File: config.mk
export PLATFORM = sky130hd
export DESIGN_NAME = muldiv_unit_flat
export DESIGN_NICKNAME = d
export VERILOG_FILES = /design/src/rtl/muldiv_if.sv /design/src/rtl/muldiv_unit.sv /design/src/flat_wrapper.sv
export SDC_FILE = /design/constraint.sdc
export NUM_CORES = 1
export LEC_CHECK = 0
export BUFFER_PORTS_ARGS = -buffer_cell sky130_fd_sc_hd__clkbuf_2
export CAP_MARGIN = 15
export CORE_MARGIN = 5
export CORE_UTILIZATION = 45
export DETAILED_ROUTE_END_ITERATION = 7
export PLACE_DENSITY_LB_ADDON = 0.2
export SLEW_MARGIN = 20
export SYNTH_ARGS = -nofsm -noshare
export SYNTH_HDL_FRONTEND = slang
export SYNTH_SLANG_ARGS = --single-unit
File: constraint.sdc
create_clock -name clk -period 6.2 [get_ports clk]
set_clock_uncertainty 0.1 [all_clocks]
set_input_delay 0.93 -clock clk [delete_from_list [all_inputs] [get_ports clk]]
set_output_delay 0.93 -clock clk [all_outputs]
set_load 0.005 [all_outputs]
File: src/rtl/muldiv_if.sv
// Handshake and HI/LO bus between a requester and muldiv_unit.
// The requester drives operands and mthi/mtlo writes; the unit returns status and HI/LO.
interface muldiv_if #(
    parameter int WIDTH = 32
);
    logic             start;
    logic [1:0]       op;
    logic [WIDTH-1:0] a;
    logic [WIDTH-1:0] b;
    logic             hi_we;
    logic             lo_we;
    logic [WIDTH-1:0] wdata;
    logic             busy;
    logic             done;
    logic             dz;
    logic [WIDTH-1:0] hi;
    logic [WIDTH-1:0] lo;

    modport master (
        output start, op, a, b, hi_we, lo_we, wdata,
        input  busy, done, dz, hi, lo
    );

    modport slave (
        input  start, op, a, b, hi_we, lo_we, wdata,
        output busy, done, dz, hi, lo
    );
endinterface

File: src/rtl/muldiv_unit.sv
// Iterative HI/LO multiply/divide unit: one shift-add or restoring
// shift-subtract step per cycle, sign fix-up and commit in FINAL.
module muldiv_unit #(
    parameter int WIDTH = 32
) (
    input logic      clk,
    input logic      reset,
    muldiv_if.slave  bus
);
    localparam int CW = $clog2(WIDTH + 1);

    typedef enum logic [1:0] {
        IDLE,
        CALC,
        FINAL
    } state_e;

    state_e           state_q, state_d;
    logic [CW-1:0]    cnt_q, cnt_d;
    logic [WIDTH-1:0] mcand_q, mcand_d;
    logic [WIDTH-1:0] rem_q, rem_d;
    logic [WIDTH-1:0] quo_q, quo_d;
    logic [WIDTH-1:0] araw_q, araw_d;
    logic             is_div_q, is_div_d;
    logic             neg_lo_q, neg_lo_d;
    logic             neg_hi_q, neg_hi_d;
    logic             divz_q, divz_d;
    logic [WIDTH-1:0] hi_q, hi_d;
    logic [WIDTH-1:0] lo_q, lo_d;
    logic             done_q, done_d;
    logic             dz_q, dz_d;

    logic             sgn;
    logic             a_neg;
    logic             b_neg;
    logic [WIDTH-1:0] a_mag;
    logic [WIDTH-1:0] b_mag;
    logic [WIDTH:0]   sum;
    logic [WIDTH:0]   shifted;
    logic [WIDTH:0]   diff;
    logic [2*WIDTH-1:0] prod;
    logic [2*WIDTH-1:0] prod_fix;

    // Operand magnitudes; only MULT/DIV (op[0]=0) are signed.
    always_comb begin
        sgn   = ~bus.op[0];
        a_neg = sgn & bus.a[WIDTH-1];
        b_neg = sgn & bus.b[WIDTH-1];
        a_mag = a_neg ? -bus.a : bus.a;
        b_mag = b_neg ? -bus.b : bus.b;
    end

    // Datapath for one iteration and for the final sign correction.
    always_comb begin
        sum      = {1'b0, rem_q} + {1'b0, (quo_q[0] ? mcand_q : '0)};
        shifted  = {rem_q, quo_q[WIDTH-1]};
        diff     = shifted - {1'b0, mcand_q};
        prod     = {rem_q, quo_q};
        prod_fix = neg_lo_q ? -prod : prod;
    end

    always_comb begin
        state_d  = state_q;
        cnt_d    = cnt_q;
        mcand_d  = mcand_q;
        rem_d    = rem_q;
        quo_d    = quo_q;
        araw_d   = araw_q;
        is_div_d = is_div_q;
        neg_lo_d = neg_lo_q;
        neg_hi_d = neg_hi_q;
        divz_d   = divz_q;
        hi_d     = hi_q;
        lo_d     = lo_q;
        done_d   = 1'b0;
        dz_d     = 1'b0;

        unique case (state_q)
            IDLE: begin
                if (bus.hi_we) hi_d = bus.wdata;
                if (bus.lo_we) lo_d = bus.wdata;
                if (bus.start) begin
                    state_d  = CALC;
                    cnt_d    = '0;
                    is_div_d = bus.op[1];
                    neg_lo_d = a_neg ^ b_neg;
                    neg_hi_d = a_neg;
                    divz_d   = bus.op[1] & (bus.b == '0);
                    araw_d   = bus.a;
                    rem_d    = '0;
                    if (bus.op[1]) begin
                        quo_d   = a_mag;
                        mcand_d = b_mag;
                    end else begin
                        quo_d   = b_mag;
                        mcand_d = a_mag;
                    end
                end
            end
            CALC: begin
                if (is_div_q) begin
                    // Restoring step: keep the trial difference if no borrow.
                    if (!diff[WIDTH]) begin
                        rem_d = diff[WIDTH-1:0];
                        quo_d = {quo_q[WIDTH-2:0], 1'b1};
                    end else begin
                        rem_d = shifted[WIDTH-1:0];
                        quo_d = {quo_q[WIDTH-2:0], 1'b0};
                    end
                end else begin
                    rem_d = sum[WIDTH:1];
                    quo_d = {sum[0], quo_q[WIDTH-1:1]};
                end
                cnt_d = cnt_q + CW'(1);
                if (cnt_q == CW'(WIDTH - 1)) state_d = FINAL;
            end
            FINAL: begin
                state_d = IDLE;
                done_d  = 1'b1;
                if (is_div_q) begin
                    if (divz_q) begin
                        lo_d = '1;
                        hi_d = araw_q;
                        dz_d = 1'b1;
                    end else begin
                        lo_d = neg_lo_q ? -quo_q : quo_q;
                        hi_d = neg_hi_q ? -rem_q : rem_q;
                    end
                end else begin
                    hi_d = prod_fix[2*WIDTH-1:WIDTH];
                    lo_d = prod_fix[WIDTH-1:0];
                end
            end
            default: state_d = IDLE;
        endcase
    end

    always_ff @(posedge clk or posedge reset) begin
        if (reset) begin
            state_q  <= IDLE;
            cnt_q    <= '0;
            mcand_q  <= '0;
            rem_q    <= '0;
            quo_q    <= '0;
            araw_q   <= '0;
            is_div_q <= 1'b0;
            neg_lo_q <= 1'b0;
            neg_hi_q <= 1'b0;
            divz_q   <= 1'b0;
            hi_q     <= '0;
            lo_q     <= '0;
            done_q   <= 1'b0;
            dz_q     <= 1'b0;
        end else begin
            state_q  <= state_d;
            cnt_q    <= cnt_d;
            mcand_q  <= mcand_d;
            rem_q    <= rem_d;
            quo_q    <= quo_d;
            araw_q   <= araw_d;
            is_div_q <= is_div_d;
            neg_lo_q <= neg_lo_d;
            neg_hi_q <= neg_hi_d;
            divz_q   <= divz_d;
            hi_q     <= hi_d;
            lo_q     <= lo_d;
            done_q   <= done_d;
            dz_q     <= dz_d;
        end
    end

    assign bus.busy = (state_q != IDLE);
    assign bus.done = done_q;
    assign bus.dz   = dz_q;
    assign bus.hi   = hi_q;
    assign bus.lo   = lo_q;
endmodule

File: src/flat_wrapper.sv
// flat-port wrapper written by rule: the top's interface ports become plain ports
module muldiv_unit_flat 
#(
    parameter int WIDTH = 32
)
  (clk, reset, bus_start, bus_op, bus_a, bus_b, bus_hi_we, bus_lo_we, bus_wdata, bus_busy, bus_done, bus_dz, bus_hi, bus_lo);
  muldiv_if #(.WIDTH(WIDTH)) bus_i ();
  input logic clk;
  input logic reset;
  input wire logic [$bits(bus_i.start)-1:0] bus_start;
  input wire logic [$bits(bus_i.op)-1:0] bus_op;
  input wire logic [$bits(bus_i.a)-1:0] bus_a;
  input wire logic [$bits(bus_i.b)-1:0] bus_b;
  input wire logic [$bits(bus_i.hi_we)-1:0] bus_hi_we;
  input wire logic [$bits(bus_i.lo_we)-1:0] bus_lo_we;
  input wire logic [$bits(bus_i.wdata)-1:0] bus_wdata;
  output wire logic [$bits(bus_i.busy)-1:0] bus_busy;
  output wire logic [$bits(bus_i.done)-1:0] bus_done;
  output wire logic [$bits(bus_i.dz)-1:0] bus_dz;
  output wire logic [$bits(bus_i.hi)-1:0] bus_hi;
  output wire logic [$bits(bus_i.lo)-1:0] bus_lo;
  assign bus_i.start = bus_start;
  assign bus_i.op = bus_op;
  assign bus_i.a = bus_a;
  assign bus_i.b = bus_b;
  assign bus_i.hi_we = bus_hi_we;
  assign bus_i.lo_we = bus_lo_we;
  assign bus_i.wdata = bus_wdata;
  assign bus_busy = bus_i.busy;
  assign bus_done = bus_i.done;
  assign bus_dz = bus_i.dz;
  assign bus_hi = bus_i.hi;
  assign bus_lo = bus_i.lo;
  muldiv_unit #(.WIDTH(WIDTH)) u_core (.clk(clk), .reset(reset), .bus(bus_i));
endmodule
==> parameters.txt, run 1 <==
Parameter                              Value

Layout
  Fillers ... 3649
  Antenna Diode Count ... 0
  Leading cell type in the layout, fill and taps excluded ... sky130_fd_sc_hd__nand2_1
  Multi-input gate area in the final layout ... 10670 um^2
  Final Instance Area ... 18490 um^2
  Fraction of layout cells with a size suffix above 1 ... 0.1186
  Final non-filler cell total ... 2710
  Most frequent cells in the layout ... sky130_fd_sc_hd__nand2_1, sky130_fd_sc_hd__o21ai_0, sky130_fd_sc_hd__dfrtp_1, sky130_fd_sc_hd__clkbuf_2, sky130_fd_sc_hd__nor2_1
  Net count of the finished layout ... 2404
  Sequential cell area in the final layout ... 5156 um^2
  Layout Area Growth over Synthesis ... 10.76%

Synthesis
  Mapped Cells ... about 2200
  Synthesized netlist net count ... 2331
  Most frequently used flop master after synthesis ... sky130_fd_sc_hd__dfrtp_1
  Sequential element share of the synthesized area ... 0.3088
  Number of warnings reported in the yosys synthesis log ... 0
  Post-Syn Area ... 16690 um^2
  Number of flops mapped to enable cells by yosys ... 0
  Number of distinct library cell variants in the gate-level netlist after synthesis ... 75
  Proportion of register bits with asynchronous set or reset after synthesis ... 1.000
  FF+latch count, synth ... 206
  Synthesized area divided by synthesized cell count ... about 7.7 um^2

Pwr
  Power Internal ... 5.006 mW
  Total power divided by cell area ... 530.8 nW/um^2
  Total leakage power ... 8.010 nW
  Worst-case vdd ir drop ... around 0.25 mV
  Net Switching ... 4.807 mW
  Combinational cell fraction of total power ... 0.576
  Switching power as a share of total power ... 0.4898
  Clk pwr share ... 0.149
  Total chip power ... 9.813 mW
  Reg power frac ... 0.275

STA
  Max-Slew Margin vs Limit ... 0.2973
  Final number of max-transition violations ... 0
  Setup repair after global routing missed its margin ... false
  Fin Setup TNS ... 0 ns
  Min Clock Period, post-route ... 4.570 ns
  Final number of hold-violating endpoints ... 0
  Highest clock frequency the design can meet ... 218.8 MHz
  Share of the clock period used by the worst path ... 0.7371
  Setup ws final ... 1.630 ns
  Worst slew pin tran ... 1.054 ns
  Final setup violation count ... 0

Clock network
  Clock Latency Late Sink ... 0.55 ns
  H-tree levels ... 1
  CTS tree ... yes
  Post-CTS Resized ... 0
  Number of CTS-inserted buffers ... 24
  Longest Clk Path Bufs ... 3
  Total clock sinks ... 206
  Post-CTS clock slew at the launch and capture registers of the worst setup and hold paths ... 0.06 ns
  # Post-CTS Setup Buffers ... 0
  Hold buffer count at cts ... 0
  Clock Tree Root ... sky130_fd_sc_hd__clkbuf_16

GRT
  Pin count of the biggest net entering global routing ... between 150 and 200
  Global router's overall resource usage ... 0.3000
  GRT met3 Usage ... 0.04089
  Global-route wire length before repair ... 96850 um
  Number of antenna violations at the first check in global routing ... 0
  Met1 Track Usage GR ... 0.4454
  Gr busiest metal ... met1
  Grt met2 use ... 0.4444
  Overflow left after global routing ... 0
  Via count of the first global-routing pass ... 15842

Routing
  Detail Route Antenna Nets ... 0
  Total routed wirelength ... 63620 um
  Final routed wire length divided by cell count ... 23.48 um
  Post-route DRC ... 0
  Routed vias/inst ... 6.214
  Iteration-0 DRC Markers ... approximately 1800
  DR vias ... between 15000 and 20000
  DR pass1 iterations ... 5

Run status
  Run status ... finished clean

Placed design
  Count of placed standard cells including taps ... 2671
  Area after DPL ... 17680 um^2
  Routability cong. ... 0.9844
  PortBufs ... 169
  Minimum setup slack after placement ... 1.728 ns
  Estimated wirelength of the detail-placed design ... 48540 um

Critical path
  Required @ worst endpoint ... 6.49 ns
  Worst Path Max Fanout ... 31
  Arr. time, crit path ... a little under 5 ns
  Endpoint class of the critical path ... flop
  R2r setup slk ... around 1.6 ns
  Origin of the worst setup path ... u_core.quo_q[0]
  Worst R2R Start ... u_core.quo_q[0]
  Endpoint of the worst-slack reg-to-reg timing path ... u_core.rem_q[29]
  Crit path launch type ... flop
  Worst setup path class ... flop to flop
  Depth of the worst register-to-register path ... 12
  Endpoint of the most critical setup path ... u_core.rem_q[29]

Die
  Die height ... 202.6 um
  Die Width ... 202.6 um
  Initial cell density of the core ... 0.4559
  Number of cell rows ... 70
  Floorplan core area ... around 37000 um^2
  Total die area ... 41040 um^2
  Number of placed I/O pins ... 170

Flow run
  # Max-Cap Violations ... 0

Min path
  Worst Hold Class ... flop to flop
==> cells in the mapped netlist (13+ instances only) <==
master | instances | area, um^2
sky130_fd_sc_hd__a211oi_1 | 42 | 315.3
sky130_fd_sc_hd__a21o_1 | 25 | 187.7
sky130_fd_sc_hd__a21oi_1 | 161 | 805.8
sky130_fd_sc_hd__a221oi_1 | 14 | 122.6
sky130_fd_sc_hd__a22oi_1 | 19 | 142.6
sky130_fd_sc_hd__a31oi_1 | 14 | 87.58
sky130_fd_sc_hd__and3_1 | 13 | 81.33
sky130_fd_sc_hd__clkbuf_1 | 112 | 420.4
sky130_fd_sc_hd__dfrtp_1 | 206 | 5155
sky130_fd_sc_hd__ha_1 | 69 | 863.3
sky130_fd_sc_hd__inv_1 | 63 | 236.5
sky130_fd_sc_hd__mux2i_1 | 40 | 400.4
sky130_fd_sc_hd__nand2_1 | 335 | 1257
sky130_fd_sc_hd__nand2b_1 | 25 | 156.4
sky130_fd_sc_hd__nand3_1 | 46 | 230.2
sky130_fd_sc_hd__nor2_1 | 166 | 623.1
sky130_fd_sc_hd__nor2b_1 | 14 | 87.58
sky130_fd_sc_hd__nor3_1 | 42 | 210.2
sky130_fd_sc_hd__nor4_1 | 14 | 87.58
sky130_fd_sc_hd__o211ai_1 | 48 | 360.4
sky130_fd_sc_hd__o21ai_0 | 246 | 1231
sky130_fd_sc_hd__o22ai_1 | 38 | 237.7
sky130_fd_sc_hd__o31ai_1 | 25 | 187.7
sky130_fd_sc_hd__or3_1 | 26 | 162.7
sky130_fd_sc_hd__xnor2_1 | 99 | 867.1
sky130_fd_sc_hd__xor2_1 | 87 | 762.0
==> state kept, by name, indices dropped and copies added (netlist names) <==
register         cells
u_core.bus.done      1
u_core.is_div_q      1
u_core.bus.dz        1
u_core.neg_lo_q      1
u_core.rem_q        32
u_core.mcand_q      32
u_core.cnt_q         6
u_core.neg_hi_q      1
u_core.state_q       2
u_core.bus.hi       32
u_core.araw_q       32
u_core.bus.lo       32
u_core.quo_q        32
u_core.divz_q        1
==> how the worst min path moves through the flow <==
stage | endpoint | cells after the start | slack (ns) | from
after floorplan | u_core.cnt_q[5] | 1 | 0.34 | u_core.cnt_q[5]
after global placement | u_core.cnt_q[5] | 1 | 0.35 | u_core.cnt_q[5]
after detailed placement | u_core.cnt_q[5] | 1 | 0.36 | u_core.cnt_q[5]
after CTS | u_core.cnt_q[5] | 1 | 0.37 | u_core.cnt_q[5]
after global routing | u_core.cnt_q[5] | 1 | 0.40 | u_core.cnt_q[5]
final | u_core.cnt_q[5] | 1 | 0.36 | u_core.cnt_q[5]
==> cells by family after synthesis <==
group                      share of synthesized area
xor gates and xnor gates                     0.09759
adders and majority gates                    0.05412
DFF                                           0.3088
AOI/OAI and AO/OA                             0.2600
muxes                                        0.02601
buffers and inverters                        0.05442
and+or+nand+nor                               0.1991
==> cell type report <==
cell class,count,area share
multi-input cells,1743,0.5772
flip-flops and latches,206,0.2789
well taps,468,0.03167
inverters,63,0.01299
clock buffers,31,0.03607
clock inverters,7,0.006700
repair buffers,192,0.05644
==> per-layer routing <==
metal  wire length [um]  up-vias  part of all wire
met1              28860     8089              0.45
li1                   -     7867                 -
met3               5012      114             0.079
met2              27050      769              0.43
met4               2700        0             0.042
met5                  0        -                 0
==> critical path: stages (launching register included) <==
cell and delay [ns]:
sky130_fd_sc_hd__dfrtp_1 0.49, sky130_fd_sc_hd__inv_1 0.78, sky130_fd_sc_hd__nor2_1 0.11, sky130_fd_sc_hd__ha_1 0.37
sky130_fd_sc_hd__a21o_1 0.21, sky130_fd_sc_hd__a31o_2 0.25, sky130_fd_sc_hd__a31oi_1 0.46, sky130_fd_sc_hd__o2111ai_1 0.27
sky130_fd_sc_hd__a41oi_1 0.43, sky130_fd_sc_hd__o21ai_0 0.27, sky130_fd_sc_hd__o31ai_1 0.31, sky130_fd_sc_hd__mux2i_1 0.22
sky130_fd_sc_hd__a22oi_1 0.11
==> power groups by stage <==
stage / clock [mW] / sequential, mW / combinational (mW)
after floorplan: 0 / 2.22 / 4.34
after global placement: 0 / 2.66 / 5.47
after detailed placement: 0 / 2.68 / 5.53
after CTS: 1.49 / 2.66 / 5.56
after global routing: 1.54 / 2.74 / 6.24
final: 1.46 / 2.70 / 5.65
==> metrics by stage <==
stage	util	hold WS (ns)
floorplan	-	0.3362
global placement	0.4828	0.3529
detailed placement	0.4828	0.3586
CTS	0.5044	0.3664
global route	0.5050	0.3988
finish	0.5050	0.3641
(Power assumes the default switching activity.)
==> inputs of run 2 (changes only) <==
--- a/config.mk
+++ b/config.mk
@@ -5,6 +5,7 @@
 export SDC_FILE = /design/constraint.sdc
 export NUM_CORES = 1
 export LEC_CHECK = 0
+export ABC_AREA = 1
 export BUFFER_PORTS_ARGS = -buffer_cell sky130_fd_sc_hd__clkbuf_2
 export CAP_MARGIN = 15
 export CORE_MARGIN = 5
==> constraint.sdc (replaced) <==
create_clock -name clk -period 4.5 [get_ports clk]
set_clock_uncertainty 0.1 [all_clocks]
set_input_delay 0.675 -clock clk [delete_from_list [all_inputs] [get_ports clk]]
set_output_delay 0.675 -clock clk [all_outputs]
set_load 0.005 [all_outputs]
==> run 2 against run 1 <==
Cell area is 21% higher. Fmax is 53% higher. Combinational power is 120% higher.
==> parameters.txt, run 2 <==
Parameter                              Value

Flow run
  # Max-Cap Violations ... 0 (unchanged)

Layout
  Core occupancy in the finished layout ... 0.5060 (+0.001024)
  Layout Area Growth over Synthesis ... 11.20%
  Fillers ... 4820 (+32%)
  Leading cell type in the layout, fill and taps excluded ... sky130_fd_sc_hd__nand2_1
  Net count of the finished layout ... 3715 (+55%)
  Fraction of layout cells with a size suffix above 1 ... 0.09104 (-0.02761)
  Most frequent cells in the layout ... sky130_fd_sc_hd__nand2_1, sky130_fd_sc_hd__inv_1, sky130_fd_sc_hd__nor2_1, sky130_fd_sc_hd__nand3_1, sky130_fd_sc_hd__a21oi_1
  Final non-filler cell total ... 4151 (+53%)
  Antenna Diode Count ... 0 (unchanged)

Synthesis
  Number of warnings reported in the yosys synthesis log ... 0 (unchanged)
  Number of flops mapped to enable cells by yosys ... 0 (unchanged)
  Post-synthesis cell type with the largest combined area ... sky130_fd_sc_hd__dfrtp_1
  Sequential element share of the synthesized area ... 0.2556 (-0.05321)
  Largest cells by area after synthesis ... sky130_fd_sc_hd__dfrtp_1, sky130_fd_sc_hd__nand2_1, sky130_fd_sc_hd__nand3_1
  Mapped Cells ... 3446 (+60%)
  Number of distinct library cell variants in the gate-level netlist after synthesis ... 51 (-32%)
  Fraction of synthesized cell area taken by the top area cell type ... 0.2556 (-0.05321)
  Top cells by count, synth ... sky130_fd_sc_hd__nand2_1, sky130_fd_sc_hd__inv_1, sky130_fd_sc_hd__nor2_1, sky130_fd_sc_hd__nand3_1, sky130_fd_sc_hd__a21oi_1
  Post-Syn Area ... 20170 um^2 (+21%)
  FF+latch count, synth ... 206 (unchanged)
  Most frequently used flop master after synthesis ... sky130_fd_sc_hd__dfrtp_1
  Count leader, synth ... sky130_fd_sc_hd__nand2_1
  Synthesized area divided by synthesized cell count ... 5.852 um^2 (-24%)
  Synthesized netlist net count ... 3620 (+55%)
  Proportion of register bits with asynchronous set or reset after synthesis ... 1.000 (unchanged)

Pwr
  Total power divided by cell area ... 829.1 nW/um^2 (+56%)
  Total leakage power ... 11.62 nW (+45%)
  Worst-case vdd ir drop ... 0.4869 mV (+94%)

Die
  Total die area ... 49150 um^2 (+20%)
  Initial cell density of the core ... 0.4551 (-0.0008930)
  Number of cell rows ... 77 (+10%)
  Number of placed I/O pins ... 170 (unchanged)
  Die Width ... 221.7 um (+9.4%)
  Die height ... 221.7 um (+9.4%)
  Floorplan core area ... 44320 um^2 (+21%)

GRT
  Global-route wire length before repair ... 126100 um (+30%)
  Global router's overall resource usage ... 0.3254 (+0.02540)
  Via count of the first global-routing pass ... 20883 (+32%)
  Pin count of the biggest net entering global routing ... 144 (-9.4%)
  Number of antenna violations at the first check in global routing ... 1 (+1)
  Overflow left after global routing ... 0 (unchanged)

Routing
  DR vias ... 23215 (+38%)
  Detail Route Antenna Nets ... 0 (unchanged)
  Iteration-0 DRC Markers ... 2682 (+53%)
  Total routed wirelength ... 83500 um (+31%)
  Final routed wire length divided by cell count ... 20.12 um (-14%)
  Routed vias/inst ... 5.593 (-10%)
  Post-route DRC ... 0 (unchanged)
  DR pass1 iterations ... 8 (+3)

Clock network
  Post-CTS Resized ... 0 (unchanged)
  Clock Latency Late Sink ... 0.57 ns (+0.02 ns)
  CTS tree ... yes
  H-tree levels ... 1 (unchanged)
  # Post-CTS Setup Buffers ... 0 (unchanged)
  Hold buffer count at cts ... 0 (unchanged)
  Post-CTS clock slew at the launch and capture registers of the worst setup and hold paths ... 0.06 ns (about the same)
  Clock Tree Root ... sky130_fd_sc_hd__clkbuf_16
  Longest Clk Path Bufs ... 3 (unchanged)
  Number of CTS-inserted buffers ... 26 (+8.3%)
  Total clock sinks ... 206 (unchanged)

STA
  Share of the clock period used by the worst path ... 0.6641 (-0.07302)
  Final number of max-transition violations ... 0 (unchanged)
  Worst slew pin tran ... 1.011 ns (-0.04285 ns)
  Min Clock Period, post-route ... 2.988 ns (-1.582 ns)
  Fin Setup TNS ... 0 ns (unchanged)
  Final number of hold-violating endpoints ... 0 (unchanged)
  Highest clock frequency the design can meet ... 334.6 MHz (+53%)
  Max-Slew Margin vs Limit ... 0.3217 (+0.02440)
  Hold Worst Slack ... 0.1315 ns (-0.2326 ns)
  Final setup violation count ... 0 (unchanged)
  Setup ws final ... 1.512 ns (-0.1183 ns)
  Setup repair after global routing missed its margin ... false

Critical path
  Endpoint class of the critical path ... flop
  Worst Path Max Fanout ... 22 (-29%)
  Cell class contributing the biggest share of worst-path delay ... compound AO/OA/AOI/OAI gates
  Arr. time, crit path ... 3.33 ns (-1.53 ns)
  Critical Path Slowest Stage Cell ... sky130_fd_sc_hd__dfrtp_1
  Worst path buffer plus inverter count ... 3 (+2)
  CP most frequent cell ... sky130_fd_sc_hd__nand2_1
  Stage delay of the slowest cell on the critical path ... 0.59 ns (-0.19 ns)
  Crit path launch type ... flop
  Required @ worst endpoint ... 4.84 ns (-1.65 ns)
  Crit path cell chain ... buf_4 -> nand2_1 -> inv_1 -> ha_1 -> a21oi_1 -> o21ai_0 -> a21oi_1 -> nand3_1 -> nand2_1 -> nand2_1 -> o21ai_0 -> inv_1 -> nand2_1 -> nand2_1
  Worst setup path class ... flop to flop

Placed design
  Estimated wirelength of the detail-placed design ... 66510 um (+37%)
  PortBufs ... 169 (unchanged)
  Count of placed standard cells including taps ... 4105 (+54%)
  Routability cong. ... 1.036 (+5.2%)
  Minimum setup slack after placement ... 1.569 ns (-0.1584 ns)

Run status
  Run status ... finished clean

Min path
  Worst Hold Class ... primary input to async pin
run 2: changes by cell type in the layout (fill, tap and decap cells not counted), moves of 45 or more:
| cell | before | now |
|---|---|---|
| sky130_fd_sc_hd__a21oi_1 | 161 | 252 |
| sky130_fd_sc_hd__inv_1 | 61 | 427 |
| sky130_fd_sc_hd__nor2_1 | 165 | 388 |
| sky130_fd_sc_hd__nand3_1 | 46 | 342 |
| sky130_fd_sc_hd__nand2_1 | 334 | 1077 |
| sky130_fd_sc_hd__xnor2_1 | 98 | 11 |
| sky130_fd_sc_hd__o21ai_0 | 246 | 201 |
run 2: logic make-up (layout without fill, tap and decap cells):
kind of cell / after synthesis / after routing / share of synthesized area
AOI/OAI and AO/OA: 583 / 583 / 0.1593
xor gates and xnor gates: 65 / 65 / 0.02823
adders and majority gates: 71 / 71 / 0.04479
buffers and inverters: 585 / 698 / 0.1122
DFF: 206 / 206 / 0.2556
and+or+nand+nor: 1936 / 1936 / 0.3999
run 2: cell type report:
| type | instances | area, um^2 | area share |
|---|---|---|---|
| tap | 592 | 740.7 | 0.03303 |
| sequential | 206 | 5157 | 0.2300 |
| inverter | 448 | 1685 | 0.07515 |
| clock buffer | 31 | 709.4 | 0.03164 |
| clock inverter | 15 | 205.2 | 0.009150 |
| multi-input combinational | 2655 | 12780 | 0.5699 |
| timing repair buffer | 204 | 1146 | 0.05111 |
run 2: path summary, 6_finish.rpt:
| path | startpoint | end | slack (ns) | cells after the start |
|---|---|---|---|---|
| max in group asynchronous | reset | u_core.is_div_q | 3.31 | 3 |
| min | reset | u_core.bus.lo[11] | 0.13 | 3 |
| max | u_core.quo_q[0] | u_core.rem_q[18] | 1.51 | 14 |
| max reg2reg | u_core.quo_q[0] | u_core.rem_q[18] | 1.51 | 14 |
| min in group clk | bus_wdata[3] | u_core.bus.lo[3] | 0.28 | 3 |
| min reg2reg | u_core.araw_q[15] | u_core.araw_q[15] | 0.38 | 2 |
run 2: tightest hold or removal path, delay by kind of cell:
kind,cells,cell delay (ns)
buffers and inverters,3,0.61
run 2: where the power goes:
group	leakage, nW	switching (mW)	internal (mW)	total, mW
clock network	0.443	0.891	1.36	2.25
logic	8.75	8.21	4.03	12.2
registers	2.43	1.33	2.77	4.10
run 2: metal layers:
layer	vias to the layer above	part of all wire	GRT usage	wire, um
met1	10547	0.44	0.4807	36640
met4	2	0.044	0.1243	3693
met2	1232	0.41	0.4640	33910
met3	178	0.11	0.06991	9239
met5	-	0.00020	0	17
li1	11256	-	-	-
run 2: through the flow:
step                total power, mW  area (um^2)
floorplan                     12.17        20170
global placement              15.90        21510
detailed placement            15.93        21510
CTS                           18.24        22430
global route                  20.21        22430
finish                        18.59        22430
